<file path="config.mk">
export PLATFORM = sky130hd
export DESIGN_NAME = speck_decrypt_round_engine_flat
export DESIGN_NICKNAME = d
export VERILOG_FILES = /design/src/rtl/speck_decrypt_round_engine_if.sv /design/src/rtl/speck_decrypt_round_engine.sv /design/src/flat_wrapper.sv
export SDC_FILE = /design/constraint.sdc
export NUM_CORES = 1
export LEC_CHECK = 0
export BUFFER_PORTS_ARGS = -buffer_cell sky130_fd_sc_hd__buf_2
export CORE_ASPECT_RATIO = 1.5
export CORE_MARGIN = 2
export CORE_UTILIZATION = 40
export DETAILED_ROUTE_END_ITERATION = 7
export GPL_ROUTABILITY_DRIVEN = 0
export SLEW_MARGIN = 40
export SYNTH_ARGS = -nofsm -noshare
export SYNTH_HDL_FRONTEND = slang
export SYNTH_SLANG_ARGS = --single-unit
</file>
<file path="constraint.sdc">
create_clock -name clk -period 13.15 [get_ports clk]
set_input_delay 0.6575 -clock clk [delete_from_list [all_inputs] [get_ports clk]]
set_output_delay 0.6575 -clock clk [all_outputs]
set_load 0.005 [all_outputs]
</file>
<file path="src/rtl/speck_decrypt_round_engine_if.sv">
// Handshake/bus bundle for the Speck128 decryption round engine.
// master: block that supplies ciphertext and round keys; slave: the engine.
interface speck_decrypt_round_engine_if;
   logic         start;
   logic [127:0] ciphertext;
   logic         key_req;
   logic [5:0]   key_round;
   logic [63:0]  round_key;
   logic         key_valid;
   logic [127:0] plaintext;
   logic         busy;
   logic         done;
   logic [3:0]   state_response;

   modport master (
      output start, ciphertext, round_key, key_valid,
      input  key_req, key_round, plaintext, busy, done, state_response
   );

   modport slave (
      input  start, ciphertext, round_key, key_valid,
      output key_req, key_round, plaintext, busy, done, state_response
   );
endinterface

</file>
<file path="src/rtl/speck_decrypt_round_engine.sv">
// Speck128 iterative decryption engine. Round keys are requested one at a time,
// last round first (key_round counts down from ROUNDS-1 to 0).
// Optional macro SPECK_DEC_SINGLE_CYCLE_ROUND_EN merges the two step states
// into one, giving 2 cycles per round instead of 3 with identical results.
module speck_decrypt_round_engine #(
   parameter int unsigned ROUNDS = 32
) (
   input logic                         clk,
   input logic                         rst,
   speck_decrypt_round_engine_if.slave bus
);

   typedef enum logic [3:0] {
      StIdle    = 4'd0,
      StLoad    = 4'd1,
      StWaitKey = 4'd2,
      StStepA   = 4'd3,
      StStepB   = 4'd4,
      StFinish  = 4'd5
   } state_e;

   localparam logic [5:0] LastRound = 6'(ROUNDS - 1);

   state_e        state_q, state_d;
   logic [63:0]   x_q, x_d;
   logic [63:0]   y_q, y_d;
   logic [63:0]   k_q, k_d;
   logic [5:0]    cnt_q, cnt_d;
   logic [127:0]  pt_q, pt_d;

   logic [63:0]   xy;
   logic [63:0]   y_rot;
   logic [63:0]   diff;
   logic [63:0]   x_rol;
   logic          key_req;
   logic          done;
   logic          busy;

   // Inverse-round datapath: y' = ROR3(x ^ y), x' = ROL8(x - y')
   always_comb begin
      xy    = x_q ^ y_q;
      y_rot = {xy[2:0], xy[63:3]};
`ifdef SPECK_DEC_SINGLE_CYCLE_ROUND_EN
      diff  = (x_q ^ k_q) - y_rot;
`else
      // In STEP_B, x already holds x ^ k and y holds the new y
      diff  = x_q - y_q;
`endif
      x_rol = {diff[55:0], diff[63:56]};
   end

   // Next-state and output decode
   always_comb begin
      state_d = state_q;
      x_d     = x_q;
      y_d     = y_q;
      k_d     = k_q;
      cnt_d   = cnt_q;
      pt_d    = pt_q;
      key_req = 1'b0;
      done    = 1'b0;
      busy    = (state_q != StIdle);

      unique case (state_q)
         StIdle: begin
            if (bus.start) begin
               x_d     = bus.ciphertext[127:64];
               y_d     = bus.ciphertext[63:0];
               cnt_d   = LastRound;
               state_d = StLoad;
            end
         end
         StLoad: begin
            state_d = StWaitKey;
         end
         StWaitKey: begin
            key_req = 1'b1;
            if (bus.key_valid) begin
               k_d     = bus.round_key;
               state_d = StStepA;
            end
         end
`ifdef SPECK_DEC_SINGLE_CYCLE_ROUND_EN
         StStepA: begin
            y_d = y_rot;
            x_d = x_rol;
            if (cnt_q == 6'd0) begin
               state_d = StFinish;
            end else begin
               cnt_d   = cnt_q - 6'd1;
               state_d = StWaitKey;
            end
         end
`else
         StStepA: begin
            y_d     = y_rot;
            x_d     = x_q ^ k_q;
            state_d = StStepB;
         end
         StStepB: begin
            x_d = x_rol;
            if (cnt_q == 6'd0) begin
               state_d = StFinish;
            end else begin
               cnt_d   = cnt_q - 6'd1;
               state_d = StWaitKey;
            end
         end
`endif
         StFinish: begin
            pt_d    = {x_q, y_q};
            done    = 1'b1;
            state_d = StIdle;
         end
         default: begin
            state_d = StIdle;
         end
      endcase
   end

   // State and datapath registers; reset abandons any block in progress
   always_ff @(posedge clk or posedge rst) begin
      if (rst) begin
         state_q <= StIdle;
         x_q     <= '0;
         y_q     <= '0;
         k_q     <= '0;
         cnt_q   <= '0;
         pt_q    <= '0;
      end else begin
         state_q <= state_d;
         x_q     <= x_d;
         y_q     <= y_d;
         k_q     <= k_d;
         cnt_q   <= cnt_d;
         pt_q    <= pt_d;
      end
   end

   // Counter returns to 0 at block end or reset, so key_round reads 0 in IDLE
   assign bus.key_req        = key_req;
   assign bus.key_round      = cnt_q;
   assign bus.plaintext      = pt_q;
   assign bus.busy           = busy;
   assign bus.done           = done;
   assign bus.state_response = state_q;

endmodule
</file>
<file path="src/flat_wrapper.sv">
// flat-port wrapper written by rule: the top's interface ports become plain ports
module speck_decrypt_round_engine_flat 
#(
   parameter int unsigned ROUNDS = 32
)
  (clk, rst, bus_start, bus_ciphertext, bus_round_key, bus_key_valid, bus_key_req, bus_key_round, bus_plaintext, bus_busy, bus_done, bus_state_response);
  speck_decrypt_round_engine_if bus_i ();
  input logic clk;
  input logic rst;
  input wire logic [$bits(bus_i.start)-1:0] bus_start;
  input wire logic [$bits(bus_i.ciphertext)-1:0] bus_ciphertext;
  input wire logic [$bits(bus_i.round_key)-1:0] bus_round_key;
  input wire logic [$bits(bus_i.key_valid)-1:0] bus_key_valid;
  output wire logic [$bits(bus_i.key_req)-1:0] bus_key_req;
  output wire logic [$bits(bus_i.key_round)-1:0] bus_key_round;
  output wire logic [$bits(bus_i.plaintext)-1:0] bus_plaintext;
  output wire logic [$bits(bus_i.busy)-1:0] bus_busy;
  output wire logic [$bits(bus_i.done)-1:0] bus_done;
  output wire logic [$bits(bus_i.state_response)-1:0] bus_state_response;
  assign bus_i.start = bus_start;
  assign bus_i.ciphertext = bus_ciphertext;
  assign bus_i.round_key = bus_round_key;
  assign bus_i.key_valid = bus_key_valid;
  assign bus_key_req = bus_i.key_req;
  assign bus_key_round = bus_i.key_round;
  assign bus_plaintext = bus_i.plaintext;
  assign bus_busy = bus_i.busy;
  assign bus_done = bus_i.done;
  assign bus_state_response = bus_i.state_response;
  speck_decrypt_round_engine #(.ROUNDS(ROUNDS)) u_core (.clk(clk), .rst(rst), .bus(bus_i));
endmodule
</file>
==> flow_summary_export.csv <==
group,metric,value,unit
outcome,status,"finished clean",
clock_network,clkLatencyLatePin,0.55,ns
die,die_area,46200,um2
pwr,p_sw_share,46.3,%
die,start_util,40.6,%
route,vias_per_cell,5.58,
die,pin_count,337,
route,ant_nets,0,
pwr,power,6.69,mW
synth,synthAdderAreaFrac,4.68,%
route,wire_per_inst,20.7,um
pwr,power_frac_comb,56.3,%
finish,area_growth,18.5,%
die,rows,94,
finish,fin_util,48.1,%
sta,tightest_slew,0.843,ns
clock_network,htreeDepth,2,
critical_path,path_class,"reg -> reg",
sta,finalSetupViolCount,0,
critical_path,cp_cell_sequence,"inv_1, ha_1, fa_1, and2b_1, o2111ai_2, a211oi_2, o21ai_1, a2111o_1, a21oi_4, o2111ai_1, a21oi_1, mux2i_1, nand2_1",
global_route,grt_usage,24.8,%
route,vias,15700,
global_route,grt_pass1_wl,89.3,mm
route,drt_iter0_drc,1018,
synth,yosys_warnings,0,
placement,portBuffers,335,
critical_path,crit_required,13.58,ns
critical_path,critPathMaxStageDelay,0.54,ns
placement,dp_hpwl,41.9,mm
synth,yosysSeqAreaShare,46.3,%
finish,final_common_cell,"buf_2",
sta,fin_setup_tns,0,ns
clock_network,root_buffer,"clkbuf_16",
synth,syn_area,17800,um2
global_route,antenna_found_initial,6,
synth,muxShareOfSynthArea,4.26,%
clock_network,clk_pin_slew,0.07,ns
synth,async_flop_share,100,%
critical_path,cp.depth,13,
sta,period_share,27.8,%
synth,synth_edf_count,0,
clock_network,cts_made_buffers,36,
global_route,overflow,0,
synth,synth_xor_area_share,4.38,%
pwr,ir_drop,0.000149,V
sta,maxSlewHeadroom,43.8,%
critical_path,end_kind,"flop",
synth,synth_top_family_by_area,"compound AO/OA/AOI/OAI gates",
finish,drive_gt1_share,22.1,%
sta,max_freq,0.273,GHz
sta,fin_skew,0.0243,ns
synth,ys_seq_elements,329,
synth,syn_area_per_cell,9.07,um2
finish,final_cell_mix,"buf_2 (335), dfrtp_1 (329), nand2_1 (310)",
sta,slew_violations,0,
sta,hold_viol_final,0,
synth,syn_nets,2225,
die,die_width,176,um
pwr,netSwitchingPower,3.10,mW
synth,ys.flop_type,"dfrtp_1",
flow_run,drv_cap,0,
synth,yosysUniqueCellTypes,76,
sta,rsz0062_at_grt,"false",
pwr,p_per_area,317,nW/um2
global_route,grt_start_max_net_pins,196,
pwr,p_leak,10.1,nW
route,wirelength,58.3,mm
pwr,power_frac_clock,15.5,%
clock_network,cts_tree,"built",
clock_network,clock-sinks,329,
clock_network,ctsHoldBuffers,0,
clock_network,cts_resized,0,
critical_path,crit_path_max_fanout,6,
die,core_area,43900,um2
sta,hold_ws,0.224,ns
critical_path,path_delay_family,"compound AO/OA/AOI/OAI gates",
die,dieHeight,262,um
pwr,seq_power_share,28.3,%
route,drc,0,
global_route,first_global_vias,15600,
synth,synth-compound-area-share,20.8,%
clock_network,clockBufferDepth,3,
critical_path,critPathBufInv,1,
critical_path,r2r_cells,13,
min_path,holdCritPathClass,"in -> async",
critical_path,startpoint_type,"flop",
critical_path,arrival,4.09,ns
synth,synthCells,1963,
clock_network,cts_setup_buffers,0,
sta,layout_min_cycle_time,3.66,ns
finish,nNetsFinal,2474,
critical_path,crit_slowest_cell,"a2111o_1",
synth,synthSimpleGateAreaFrac,14.8,%
route,first_pass_iters,7,
pwr,p_int,3.60,mW
-- power by group through the flow --
stage / clock network (mW) / registers, mW / logic, mW
6_report: 1.03 / 1.89 / 3.77
3_5_place_dp: 0 / 1.90 / 3.74
5_1_grt: 1.09 / 1.94 / 4.14
4_1_cts: 1.05 / 1.89 / 3.76
2_1_floorplan: 0 / 1.79 / 2.65
3_3_place_gp: 0 / 1.88 / 3.67
-- Yosys cell counts (5+ instances only) --
library cell	n	area (um2)
dfrtp_1	329	8230
nand2_1	311	1170
a21oi_1	184	921
nor2_1	178	668
o21ai_0	143	716
clkbuf_1	122	458
inv_1	82	308
a211oi_1	67	503
ha_1	65	813
mux2_2	62	698
xor2_1	45	394
xnor2_1	44	385
a21o_1	40	300
a221oi_1	40	350
nor3b_1	27	203
nand3_1	18	90.1
o221ai_1	16	140
buf_2	13	65.1
and3_1	12	75.1
nand4_1	12	75.1
nor3_1	12	60.1
o21bai_1	12	90.1
and2_1	10	62.6
a31oi_1	8	50.1
o211ai_1	8	60.1
o21a_1	7	52.6
o22ai_1	7	43.8
mux2i_1	6	60.1
nand3b_1	5	37.5
nor2b_1	5	31.3
-- sequential cells by signal (all words and copies together) (netlist names) --
register / cells
u_core.bus.key_round: 6
u_core.bus.plaintext: 128
u_core.bus.state_response: 3
u_core.k_q: 64
u_core.x_q: 64
u_core.y_q: 64
-- path summary, 6_finish.rpt --
check | from | to | slack [ns]
worst max register to register | u_core.x_q[0]$_DFFE_PP0P_ | u_core.x_q[6]$_DFFE_PP0P_ | 9.49
worst max-delay path | u_core.x_q[0]$_DFFE_PP0P_ | u_core.x_q[6]$_DFFE_PP0P_ | 9.49
max in group asynchronous | rst | u_core.bus.plaintext[104]$_DFFE_PP0P_ | 10.89
worst min-delay path | rst | u_core.bus.plaintext[74]$_DFFE_PP0P_ | 0.22
worst min register to register | u_core.bus.plaintext[78]$_DFFE_PP0P_ | u_core.bus.plaintext[78]$_DFFE_PP0P_ | 0.47
min in group clk | bus_round_key[40] | u_core.k_q[40]$_DFFE_PP0P_ | 0.35
-- per-stage QoR --
stage	area, um2	std cells	setup WS [ns]
after floorplan	17800	1963	3.38
after global placement	19800	2746	9.53
after detailed placement	19900	2749	9.51
after CTS	21100	2810	9.48
after global routing	21100	2812	9.25
final	21100	2812	9.49
-- layout make-up --
| cell class | instances | area [um2] |
|---|---|---|
| inverter | 83 | 319 |
| antenna | 1 | 2.50 |
| clock buffer | 54 | 1080 |
| tap | 576 | 721 |
| clock inverter | 7 | 98.8 |
| multi-input combinational | 1410 | 8730 |
| timing repair buffer | 352 | 1910 |
| fill | 4213 | 22800 |
| sequential | 329 | 8230 |
-- kinds of logic after synthesis --
group	after synthesis
AO/OA/AOI/OAI	575
XOR/XNOR	89
other	1
adder cells (fa/ha/maj)	66
buffers and inverters	224
multiplexers	68
AND/OR/NAND/NOR	611
flip-flops	329
-- layer usage --
metal  global-route usage, %  share of wire [%]
met5                       0               0.12
met4                    11.8                4.9
met3                    3.33                5.0
met2                    43.4                 51
met1                    29.9                 39
Power figures use the tool's default switching activity.
